$ cat src/rtl/sensor_pkg.sv
// Shared types and default constants for the sensor monitor slice.
package sensor_pkg;

  typedef enum logic [1:0] {
    S_IDLE    = 2'd0,
    S_QUALIFY = 2'd1,
    S_FAULT   = 2'd2
  } state_t;

  localparam logic [3:0] DEF_CRIT_MASK = 4'b0001;
  localparam logic [3:0] DEF_PAIR_MASK = 4'b1100;

endpackage

$ cat src/rtl/sensor_sync.sv
// Two-flop synchroniser for a vector of asynchronous level inputs.
module sensor_sync #(
  parameter int unsigned WIDTH = 4
) (
  input  logic             clk,
  input  logic             rst,
  input  logic [WIDTH-1:0] i_async,
  output logic [WIDTH-1:0] o_sync
);

  logic [WIDTH-1:0] r_meta;
  logic [WIDTH-1:0] r_sync;

  always_ff @(posedge clk or posedge rst) begin
    if (rst) begin
      r_meta <= '0;
      r_sync <= '0;
    end else begin
      r_meta <= i_async;
      r_sync <= r_meta;
    end
  end

  assign o_sync = r_sync;

endmodule

$ cat src/rtl/sensor_monitor.sv
// Sensor fault detector: synchronise, apply fault rule, qualify over PERSIST
// cycles, latch a sticky error released only by a clear handshake.
module sensor_monitor
  import sensor_pkg::*;
#(
  parameter int unsigned                 NUM_SENSORS = 4,
  parameter logic [NUM_SENSORS-1:0]      CRIT_MASK   = NUM_SENSORS'(DEF_CRIT_MASK),
  parameter int unsigned                 GATE_IDX    = 1,
  parameter logic [NUM_SENSORS-1:0]      PAIR_MASK   = NUM_SENSORS'(DEF_PAIR_MASK),
  parameter int unsigned                 PERSIST     = 3,
  parameter int unsigned                 CNT_W       = 8
) (
  input  logic                   clk,
  input  logic                   rst,
  input  logic [NUM_SENSORS-1:0] sensors,
  input  logic                   clear_req,
  output logic                   error,
  output logic                   clear_ack,
  output logic [NUM_SENSORS-1:0] fault_vec,
  output logic [CNT_W-1:0]       fault_count
);

  localparam int unsigned             CNT_BITS = $clog2(PERSIST + 1);
  localparam logic [CNT_BITS-1:0]     CNT_LAST = CNT_BITS'(PERSIST - 1);

  if (GATE_IDX >= NUM_SENSORS) begin : g_bad_gate
    $error("sensor_monitor: GATE_IDX must be below NUM_SENSORS");
  end
  if (NUM_SENSORS < 2) begin : g_bad_num
    $error("sensor_monitor: NUM_SENSORS must be at least 2");
  end
  if (PERSIST < 1) begin : g_bad_persist
    $error("sensor_monitor: PERSIST must be at least 1");
  end

  logic [NUM_SENSORS-1:0] w_sync;
  logic                   w_fault;

  state_t                 r_state, w_state_nxt;
  logic [CNT_BITS-1:0]    r_cnt, w_cnt_nxt;
  logic                   r_error, w_error_nxt;
  logic                   r_clear_ack, w_clear_ack_nxt;
  logic [NUM_SENSORS-1:0] r_fault_vec, w_fault_vec_nxt;
  logic [CNT_W-1:0]       r_fault_count, w_fault_count_nxt;
  logic                   w_enter;

  sensor_sync #(.WIDTH(NUM_SENSORS)) u_sync (
    .clk     (clk),
    .rst     (rst),
    .i_async (sensors),
    .o_sync  (w_sync)
  );

  assign w_fault = (|(w_sync & CRIT_MASK)) |
                   (w_sync[GATE_IDX] & (|(w_sync & PAIR_MASK)));

  always_ff @(posedge clk or posedge rst) begin
    if (rst) begin
      r_state       <= S_IDLE;
      r_cnt         <= '0;
      r_error       <= 1'b0;
      r_clear_ack   <= 1'b0;
      r_fault_vec   <= '0;
      r_fault_count <= '0;
    end else begin
      r_state       <= w_state_nxt;
      r_cnt         <= w_cnt_nxt;
      r_error       <= w_error_nxt;
      r_clear_ack   <= w_clear_ack_nxt;
      r_fault_vec   <= w_fault_vec_nxt;
      r_fault_count <= w_fault_count_nxt;
    end
  end

  always_comb begin
    w_state_nxt       = r_state;
    w_cnt_nxt         = r_cnt;
    w_error_nxt       = r_error;
    w_clear_ack_nxt   = 1'b0;
    w_fault_vec_nxt   = r_fault_vec;
    w_fault_count_nxt = r_fault_count;
    w_enter           = 1'b0;

    case (r_state)
      S_IDLE: begin
        if (w_fault) begin
          if (PERSIST == 1) begin
            w_enter = 1'b1;
          end else begin
            w_state_nxt = S_QUALIFY;
            w_cnt_nxt   = CNT_BITS'(1);
          end
        end
      end
      S_QUALIFY: begin
        if (!w_fault) begin
          w_state_nxt = S_IDLE;
          w_cnt_nxt   = '0;
        end else if (r_cnt == CNT_LAST) begin
          w_enter = 1'b1;
        end else begin
          w_cnt_nxt = r_cnt + CNT_BITS'(1);
        end
      end
      S_FAULT: begin
        // A clear is only honoured once the fault has gone; fault_count survives.
        if (clear_req && !w_fault) begin
          w_state_nxt     = S_IDLE;
          w_error_nxt     = 1'b0;
          w_clear_ack_nxt = 1'b1;
          w_fault_vec_nxt = '0;
          w_cnt_nxt       = '0;
        end
      end
      default: begin
        w_state_nxt = S_IDLE;
        w_cnt_nxt   = '0;
      end
    endcase

    if (w_enter) begin
      w_state_nxt     = S_FAULT;
      w_cnt_nxt       = '0;
      w_error_nxt     = 1'b1;
      w_fault_vec_nxt = w_sync;
      if (r_fault_count != '1) begin
        w_fault_count_nxt = r_fault_count + CNT_W'(1);
      end
    end
  end

  assign error       = r_error;
  assign clear_ack   = r_clear_ack;
  assign fault_vec   = r_fault_vec;
  assign fault_count = r_fault_count;

endmodule

$ cat config.mk
export PLATFORM = sky130hd
export DESIGN_NAME = sensor_monitor
export DESIGN_NICKNAME = d
export VERILOG_FILES = /design/src/rtl/sensor_pkg.sv /design/src/rtl/sensor_sync.sv /design/src/rtl/sensor_monitor.sv
export SDC_FILE = /design/constraint.sdc
export NUM_CORES = 1
export LEC_CHECK = 0
export BUFFER_PORTS_ARGS = -buffer_cell sky130_fd_sc_hd__buf_2
export CELL_PAD_IN_SITES_DETAIL_PLACEMENT = 0
export CELL_PAD_IN_SITES_GLOBAL_PLACEMENT = 1
export CORE_ASPECT_RATIO = 0.7
export CORE_MARGIN = 4
export CORE_UTILIZATION = 40
export DETAILED_ROUTE_END_ITERATION = 7
export GPL_TIMING_DRIVEN = 0
export MAX_ROUTING_LAYER = met4
export PLACE_DENSITY_LB_ADDON = 0.1
export SLEW_MARGIN = 20
export SYNTH_ARGS = -nofsm -noshare
export SYNTH_HDL_FRONTEND = slang
export SYNTH_SLANG_ARGS = --single-unit
$ cat constraint.sdc
create_clock -name clk -period 2.1 [get_ports clk]
set_input_delay 0.42 -clock clk [delete_from_list [all_inputs] [get_ports clk]]
set_output_delay 0.42 -clock clk [all_outputs]
set_load 0.005 [all_outputs]
# [Yosys cells after proc, flatten, opt, wreduce, memory -nomap -nowiden]
# Cells that the tools add are included.
[word_totals] in_bits=7 word_cells=50 reg_bits=26 output_inout_bits=14
[op_classes] n_bitwise=2 n_reduce_logical=10 n_addsub=2 eq_ne=8 muxes=20
[op_table] operator="$mux 2" n=7
[op_table] operator="$mux 4" n=3
[op_table] operator="$pmux 2 s3" n=2
[op_table] operator="$ne 3x3->1 const B" n=3
[op_table] operator="$add 8x1->8 const B" n=1
[op_table] operator="$mux 1" n=8
[op_table] operator="$ne 8x8->1 const B" n=1
[op_table] operator="$reduce_and 3->1" n=2
[op_table] operator="$eq 2x2->1 const B" n=2
[op_table] operator="$ne 4x4->1 const B" n=1
[op_table] operator="$reduce_and 2->1" n=2
[op_table] operator="$reduce_bool 2->1" n=2
[op_table] operator="$add 2x1->2 const B" n=1
[op_table] operator="$eq 2x1->1 const B" n=1
[op_table] operator="$logic_not 2->1" n=1
[op_table] operator="$reduce_or 2->1" n=1
[op_table] operator="$and 1x1->1" n=1
[op_table] operator="$logic_and 1x1->1" n=1
[op_table] operator="$logic_not 1->1" n=1
[op_table] operator="$or 1x1->1" n=1

# [Depth between registers and ports, before layout]
# Gate-level depths: netlist of the first run.
[depth] word_depth=8 mapped_depth=6 mapped_depth_nobuf=6

# [Hierarchy]
# Synthesis of the first run repeated with hierarchy kept, for this count alone.
[hier_totals] cells_unflattened=88 area_unflattened_um2=1131.1
[modules_own_cells] mod="sensor_monitor" area_each_um2=927.1 seq_area_each_um2=450.4 instances=1 cells_each=79
[modules_own_cells] mod="sensor_sync" area_each_um2=203.9 seq_area_each_um2=200.2 instances=1 cells_each=9

# [Worst setup path before layout of the first run]
# Ideal clock, no wire load.
[synth_path] path_kind="register to register" start="register r_cnt[0]" end="register r_fault_count[1], in the netlist fault_count[1]" arrival_ps=1438 slack_ps=535 path_buffers=0 setup_time_ps=128 stages_incl_launch_ff=7 required_time_ps=1972 synth_period_minus_slack_ps=1565 path_cell_list="dfrtp_1 inv_1 ha_1 nand3b_4 a21o_4 nor2_2 mux2_1"
[synth_between] elab_chain_cells=5
[synth_lines] item="from (decl)" line="sensor_monitor.sv:40" text="logic [CNT_BITS-1:0] r_cnt, w_cnt_nxt;"
[synth_lines] item="from (signal assigned)" line="sensor_monitor.sv:67" text="r_cnt <= w_cnt_nxt;"
[synth_lines] item="$eq 2x2->1" line="sensor_monitor.sv:99" text="end else if (r_cnt == CNT_LAST) begin"
[synth_lines] item="$mux 1" line="sensor_monitor.sv:99"
[synth_lines] item="$mux 1" line="sensor_monitor.sv:96" text="if (!w_fault) begin"
[synth_lines] item="$mux 1" line="sensor_monitor.sv:84" text="case (r_state)"
[synth_lines] item="$reduce_and 2->1 (no source line)"
[synth_lines] item="to (signal assigned)" line="sensor_monitor.sv:71" text="r_fault_count <= w_fault_count_nxt;"
[synth_lines] item="to (decl)" line="sensor_monitor.sv:44" text="logic [CNT_W-1:0] r_fault_count, w_fault_count_nxt;"
# No other way between the ends.
# A chain may end at the register's enable or synchronous reset.

# [Worst setup path in the final report of the first run]
# Ends and elaborated chain as after synthesis.

==> summary.md, run 1 <==
| Metric | Value |
|---|---|
| P_int | `1.03 mW` |
| # diodes | `0` |
| Sw frac | `28.1%` |
| Setup TNS | `0 ns` |
| CP max-delay cell | `dfrtp_1` |
| Die Wd | `70.8 µm` |
| Seq/Total Area, Yosys | `59.0%` |
| Post-synthesis cell type count | `36` |
| RSZ-0062 raised after global routing | `false` |
| Placed cell areas | `0.00125 mm²` |
| Clk sinks | `26` |
| Clock Root Buffer | `clkbuf_8` |
| CTS tree | `built` |
| Largest net degree at the start of global routing | `27` |
| Hold Fails Final Rpt | `0` |
| Final worst slack | `0.395 ns` |
| Clock slew at reported path FFs | `0.09 ns` |
| Finish-stage setup viols | `0` |
| Critical path buffers and inverters | `1` |
| PD cells | `1090 mW/mm²` |
| R2R Setup Slk | `0.39 ns` |
| Final core utilization | `51.6%` |
| Pre-CTS WS | `0.396 ns` |
| Crit path kind | `reg2reg` |
| Slew @ Worst Pin | `0.919 ns` |
| Syn_area_per_cell | `13.0 µm²` |
| Fraction of layout cells with a size suffix above 1 | `33.9%` |
| #FFs+latches synth | `26` |
| Design area | `0.00132 mm²` |
| Total grt overflow | `0` |
| Slew Limit Fails | `0` |
| Crit path max fanout | `7` |
| Grt met2 use | `20.2%` |
| Fmax | `587 MHz` |
| Run status | `finished, final reports clean` |
| Post-detail-place hpwl | `1510 µm` |
| Vias in the first global route | `780` |
| # rows | `15` |
| Cts hold-fix bufs | `0` |
| Most common cell after layout, fill and taps aside | `dfrtp_1` |
| NetSw | `401 µW` |
| Ranking of synthesized cells by area | `dfrtp_1 59%, mux2_1 3.1%, a22o_1 2.4%` |
| Crit-path cells | `inv_1 -> ha_1 -> nand3b_4 -> a21o_4 -> nor2_2 -> mux2_1` |
| Max Cap Viol | `0` |
| WL final | `2020 µm` |
| GRT Util Overall | `13.4%` |
| Synth Instances | `85` |
| Clk_lat worst skew | `0.27 ns` |
| WP data required | `2.26 ns` |
| CP Launch Type | `flip-flop` |
| DR WL/cell | `14.1 µm` |
| First-pass GRT wire length | `3710 µm` |
| Via-per-instance ratio | `5.10` |
| Post-CTS setup buffers | `0` |
| Crit-path max cell delay | `0.41 ns` |
| Maximum vdd drop | `528 µV` |
| Io pins | `21` |
| Crit. End Element | `flip-flop` |
| CP Depth | `6` |
| Number of buffers added on ports | `20` |
| Mapped Nets | `94` |
| R2R depth | `6` |
| Via count | `730` |
| Min-delay worst type | `in2async` |
| Combinational power share | `22.6%` |
| ANT nets after route | `0` |
| Leakage power | `0.641 nW` |
| Core footprint | `0.00255 mm²` |
| Synthesis-to-layout area growth | `19.4%` |
| Post-synth top area share | `59.0%` |
| Nets@finish | `119` |
| Cts bufs inserted | `3` |
| Max H-tree Level | `1` |
| Routing usage on met1 | `17.5%` |
| Synth area leader | `dfrtp_1` |
| RePlAce Congestion | `0.808` |
| Die area | `0.00368 mm²` |
| Chip Height | `51.9 µm` |
| Initial antenna violation count | `0` |
| Most frequent cells in the layout | `26 x dfrtp_1, 20 x buf_2, 5 x inv_1, 4 x nor2_1, 4 x nand2_1` |
| Layer with the highest usage | `met2` |
| TritonRoute pass-1 iters | `4` |
| Post-CTS resize count | `0` |
| Arrival time worst endpoint | `1.86 ns` |
| Hold Slack | `0.227 ns` |
| Reg power frac | `49.0%` |
| Synthesized area | `0.00110 mm²` |
| Worst slew margin | `38.3%` |
| Starting density of the core | `43.2%` |
| Routing usage on met3 | `4.25%` |
| 1st-iter DRT viols | `39` |
| YS warnings | `0` |
| Final min period | `1.71 ns` |
| Max Clock Skew | `0.00311 ns` |
| Longest Clk Path Bufs | `2` |
| Period utilization | `81.2%` |
| Clock share of power | `28.4%` |
| CP delay by family, top | `flip-flops` |
| Residual DRC count | `0` |
## state kept, by name, summed over array words and instances, names as in the netlist
signal and cells:
clear_ack 1, error 1, fault_count 8, fault_vec 4, r_cnt 2, r_state 2
u_sync.o_sync 4, u_sync.r_meta 4
## synthesized netlist by cell type (all sizes together)
library cell  instances
a22o                  3
nand4                 2
nor2b                 1
xnor2                 1
nand2                 4
o22a                  1
mux2                  3
ha                    2
a21oi                 2
nand2b                1
o21ai                 5
o32ai                 1
a32o                  1
xor2                  3
and2                  1
o21a                  1
nand3b                1
a2111oi               1
inv                   7
nor4b                 2
a21o                  1
nor3                  2
nand3                 3
nor2                  6
and3                  1
a41o                  1
nor4                  2
dfrtp                26
## power groups by stage
stage          sequential [mW]  combinational (mW)  clock, mW
4_1_cts                  0.701               0.331      0.425
5_1_grt                  0.717               0.368      0.449
2_1_floorplan            0.701               0.197          0
3_5_place_dp             0.709               0.326          0
6_report                 0.701               0.323      0.406
3_3_place_gp             0.705               0.316          0
## area by class of cell
class	count	area (µm²)
fill	251	1230
multi-input combinational	52	427
sequential	26	651
tap	34	42.5
timing repair buffer	20	100
clock inverter	1	30.0
clock buffer	3	41.3
inverter	7	26.3
## worst reg2reg max path, stage by stage (launching register included)
cell and delay [ns]:
dfrtp_1 0.41, inv_1 0.08, ha_1 0.25, nand3b_4 0.12, a21o_4 0.24, nor2_2 0.17
mux2_1 0.33
## final timing paths
check,start,to
worst max-delay path,r_cnt[0],fault_count[1]
worst min-delay path,rst,fault_count[1]
worst max register to register,r_cnt[0],fault_count[1]
worst min register to register,u_sync.r_meta[3],u_sync.o_sync[3]
max in group asynchronous,rst,u_sync.o_sync[0]
min in group clk,sensors[1],u_sync.r_meta[1]
## kinds of logic after synthesis
logic type	synth area share [%]
buffers and inverters	2.38
and+or+nand+nor	17.1
AOI/OAI and AO/OA	13.0
DFF	59.0
xor gates and xnor gates	3.18
adders and majority gates	2.27
muxes	3.06
## through the flow
| stage | power (mW) | std cells |
|---|---|---|
| 6_report | 1.43 | 143 |
| 5_1_grt | 1.53 | 143 |
| 4_1_cts | 1.46 | 143 |
| 3_5_place_dp | 1.03 | 139 |
| 3_3_place_gp | 1.02 | 139 |
| 2_1_floorplan | 0.898 | 85 |
## routing by layer
| metal | up-vias | part of all wire [%] |
|---|---|---|
| met5 | - | 0 |
| met4 | 0 | 0.30 |
| met3 | 2 | 4.3 |
| met2 | 16 | 45 |
| met1 | 358 | 50 |
| li1 | 354 | - |
Note: power is estimated with default switching activity, not from simulation.
==> run 2: changes to the inputs <==
clock period = 1.65 ns   (was 2.1 ns; I/O delays follow)
==> summary.md, run 2 (same netlist as run 1, synthesis figures left out) <==
| Metric | Value |
|---|---|
| Run status | `finished, final reports clean` |
| CP max-delay cell | `dfrtp_1` |
| Total grt overflow | `0` |
| TritonRoute pass-1 iters | `4` |
| R2R depth | `6` |
| Via-per-instance ratio | `5.14` |
| CTS tree | `built` |
| PD cells | `1370 mW/mm²` |
| Number of buffers added on ports | `20` |
| Longest Clk Path Bufs | `2` |
| Non-filler cells, final | `143` |
| Period utilization | `96.4%` |
| Clock Root Buffer | `clkbuf_8` |
| ANT nets after route | `0` |
| # diodes | `0` |
| Clk sinks | `26` |
| Via count | `735` |
| Fmax | `629 MHz` |
| 1st-iter DRT viols | `24` |
| Post-detail-place hpwl | `1510 µm` |
| Crit-path cells | `inv_2 -> ha_4 -> nand3b_4 -> a21o_4 -> nor2_4 -> mux2_1` |
| Vias in the first global route | `780` |
| Crit path kind | `reg2reg` |
| Placed Cells | `139` |
| Io pins | `21` |
| Max H-tree Level | `1` |
| Synthesis-to-layout area growth | `22.6%` |
| Power Total | `1.85 mW` |
| Starting density of the core | `43.2%` |
| Chip Height | `51.9 µm` |
| Fraction of layout cells with a size suffix above 1 | `35.8%` |
| GRT Util Overall | `13.4%` |
| Min-delay worst type | `in2async` |
| Residual DRC count | `0` |
| # rows | `15` |
| Final min period | `1.59 ns` |
| Worst slew margin | `38.6%` |
| Crit-path max cell delay | `0.41 ns` |
| RePlAce Congestion | `0.808` |
| Cts hold-fix bufs | `0` |
| WL final | `2060 µm` |
| Largest net degree at the start of global routing | `27` |
| Maximum vdd drop | `677 µV` |
| Core footprint | `0.00255 mm²` |
| Crit path max fanout | `7` |
| Clock slew at reported path FFs | `0.09 ns` |
| Die area | `0.00368 mm²` |
| Design area | `0.00135 mm²` |
| Arrival time worst endpoint | `1.75 ns` |
| First-pass GRT wire length | `3710 µm` |
| Clk_lat worst skew | `0.27 ns` |
| Nets@finish | `119` |
| Max Clock Skew | `0.00350 ns` |
| WP data required | `1.81 ns` |
| Pre-CTS WS | `-0.0542 ns` |
| RSZ-0062 raised after global routing | `true` |
| CP Capture Point | `fault_count[1]` |
| Most common cell after layout, fill and taps aside | `dfrtp_1` |
| Leakage power | `0.640 nW` |
| Most frequent cells in the layout | `26 x dfrtp_1, 20 x buf_2, 4 x nor2_1, 4 x inv_1, 4 x nand2_1` |
| Cts bufs inserted | `3` |
| CP Launch Type | `flip-flop` |
| Slew @ Worst Pin | `0.915 ns` |
| Die Wd | `70.8 µm` |
| Post-CTS setup buffers | `0` |
| Slew Limit Fails | `0` |
| Initial antenna violation count | `0` |
| Finish-stage setup viols | `0` |
| Crit. End Element | `flip-flop` |
| Max Cap Viol | `0` |
| Hold Fails Final Rpt | `0` |
| Placed cell areas | `0.00125 mm²` |
| Reg2reg end | `fault_count[1]` |
| Final worst slack | `0.0598 ns` |
| R2R Path Start | `r_cnt[0]` |
| Crit path from | `r_cnt[0]` |
| Max reg flops | `8` |
| R2R Setup Slk | `0.06 ns` |
| DR WL/cell | `14.4 µm` |
[run 2: how the worst min path moves through the flow]
stage                     slack [ns]        startpoint                to  cells past startpoint
after global placement          0.33  u_sync.r_meta[0]  u_sync.o_sync[0]                      0
after floorplan                 0.33  u_sync.r_meta[0]  u_sync.o_sync[0]                      0
after global routing            0.14        sensors[1]  u_sync.r_meta[1]                      1
after detailed placement        0.34  u_sync.r_meta[3]  u_sync.o_sync[3]                      0
after CTS                       0.15        sensors[1]  u_sync.r_meta[1]                      1
final                           0.13               rst    fault_count[1]                      2
[run 2: timing repair]
item	4_1_cts	5_1_grt
pin swaps	0	1
hold endpoints to repair	0	0
gates resized for setup	2	4
endpoints found under the setup margin	2	7
[run 2: per-layer routing]
layer | up-vias | GRT usage (%) | share of wire [%]
met5 | - | - | 0
met3 | 4 | 4.25 | 4.4
met4 | 0 | 3.75 | 0.83
met1 | 361 | 17.5 | 50
li1 | 354 | - | -
met2 | 16 | 20.2 | 45
[run 2: report_power, final]
part / switching (mW) / internal [mW]
registers: 0.125 / 0.772
logic: 0.208 / 0.228
clock network: 0.195 / 0.324
total: 0.528 / 1.33
[run 2: area by class of cell]
type,instances,area [µm²]
Inverter,7,26.3
Timing Repair Buffer,20,100
Sequential cell,26,651
Multi-Input combinational cell,52,462
Clock buffer,3,41.3
Clock inverter,1,30.0
Tap cell,34,42.5
Fill cell,250,1200
[run 2: critical path: cells and delay by family (launching register included)]
family / cells / cell delay (ns)
flip-flops: 1 / 0.41
buffers and inverters: 1 / 0.09
AND/OR/NAND/NOR: 2 / 0.25
multiplexers: 1 / 0.32
AO/OA/AOI/OAI: 1 / 0.24
adder cells (fa/ha/maj): 1 / 0.16
[run 2: stage by stage]
stage,setup TNS [ns],util [%],hold slack [ns]
after floorplan,0,-,0.331
after global placement,-0.0665,48.8,0.334
after detailed placement,-0.0542,48.8,0.336
after CTS,0,51.9,0.147
after global routing,-0.00450,53.0,0.136
final,0,53.0,0.134
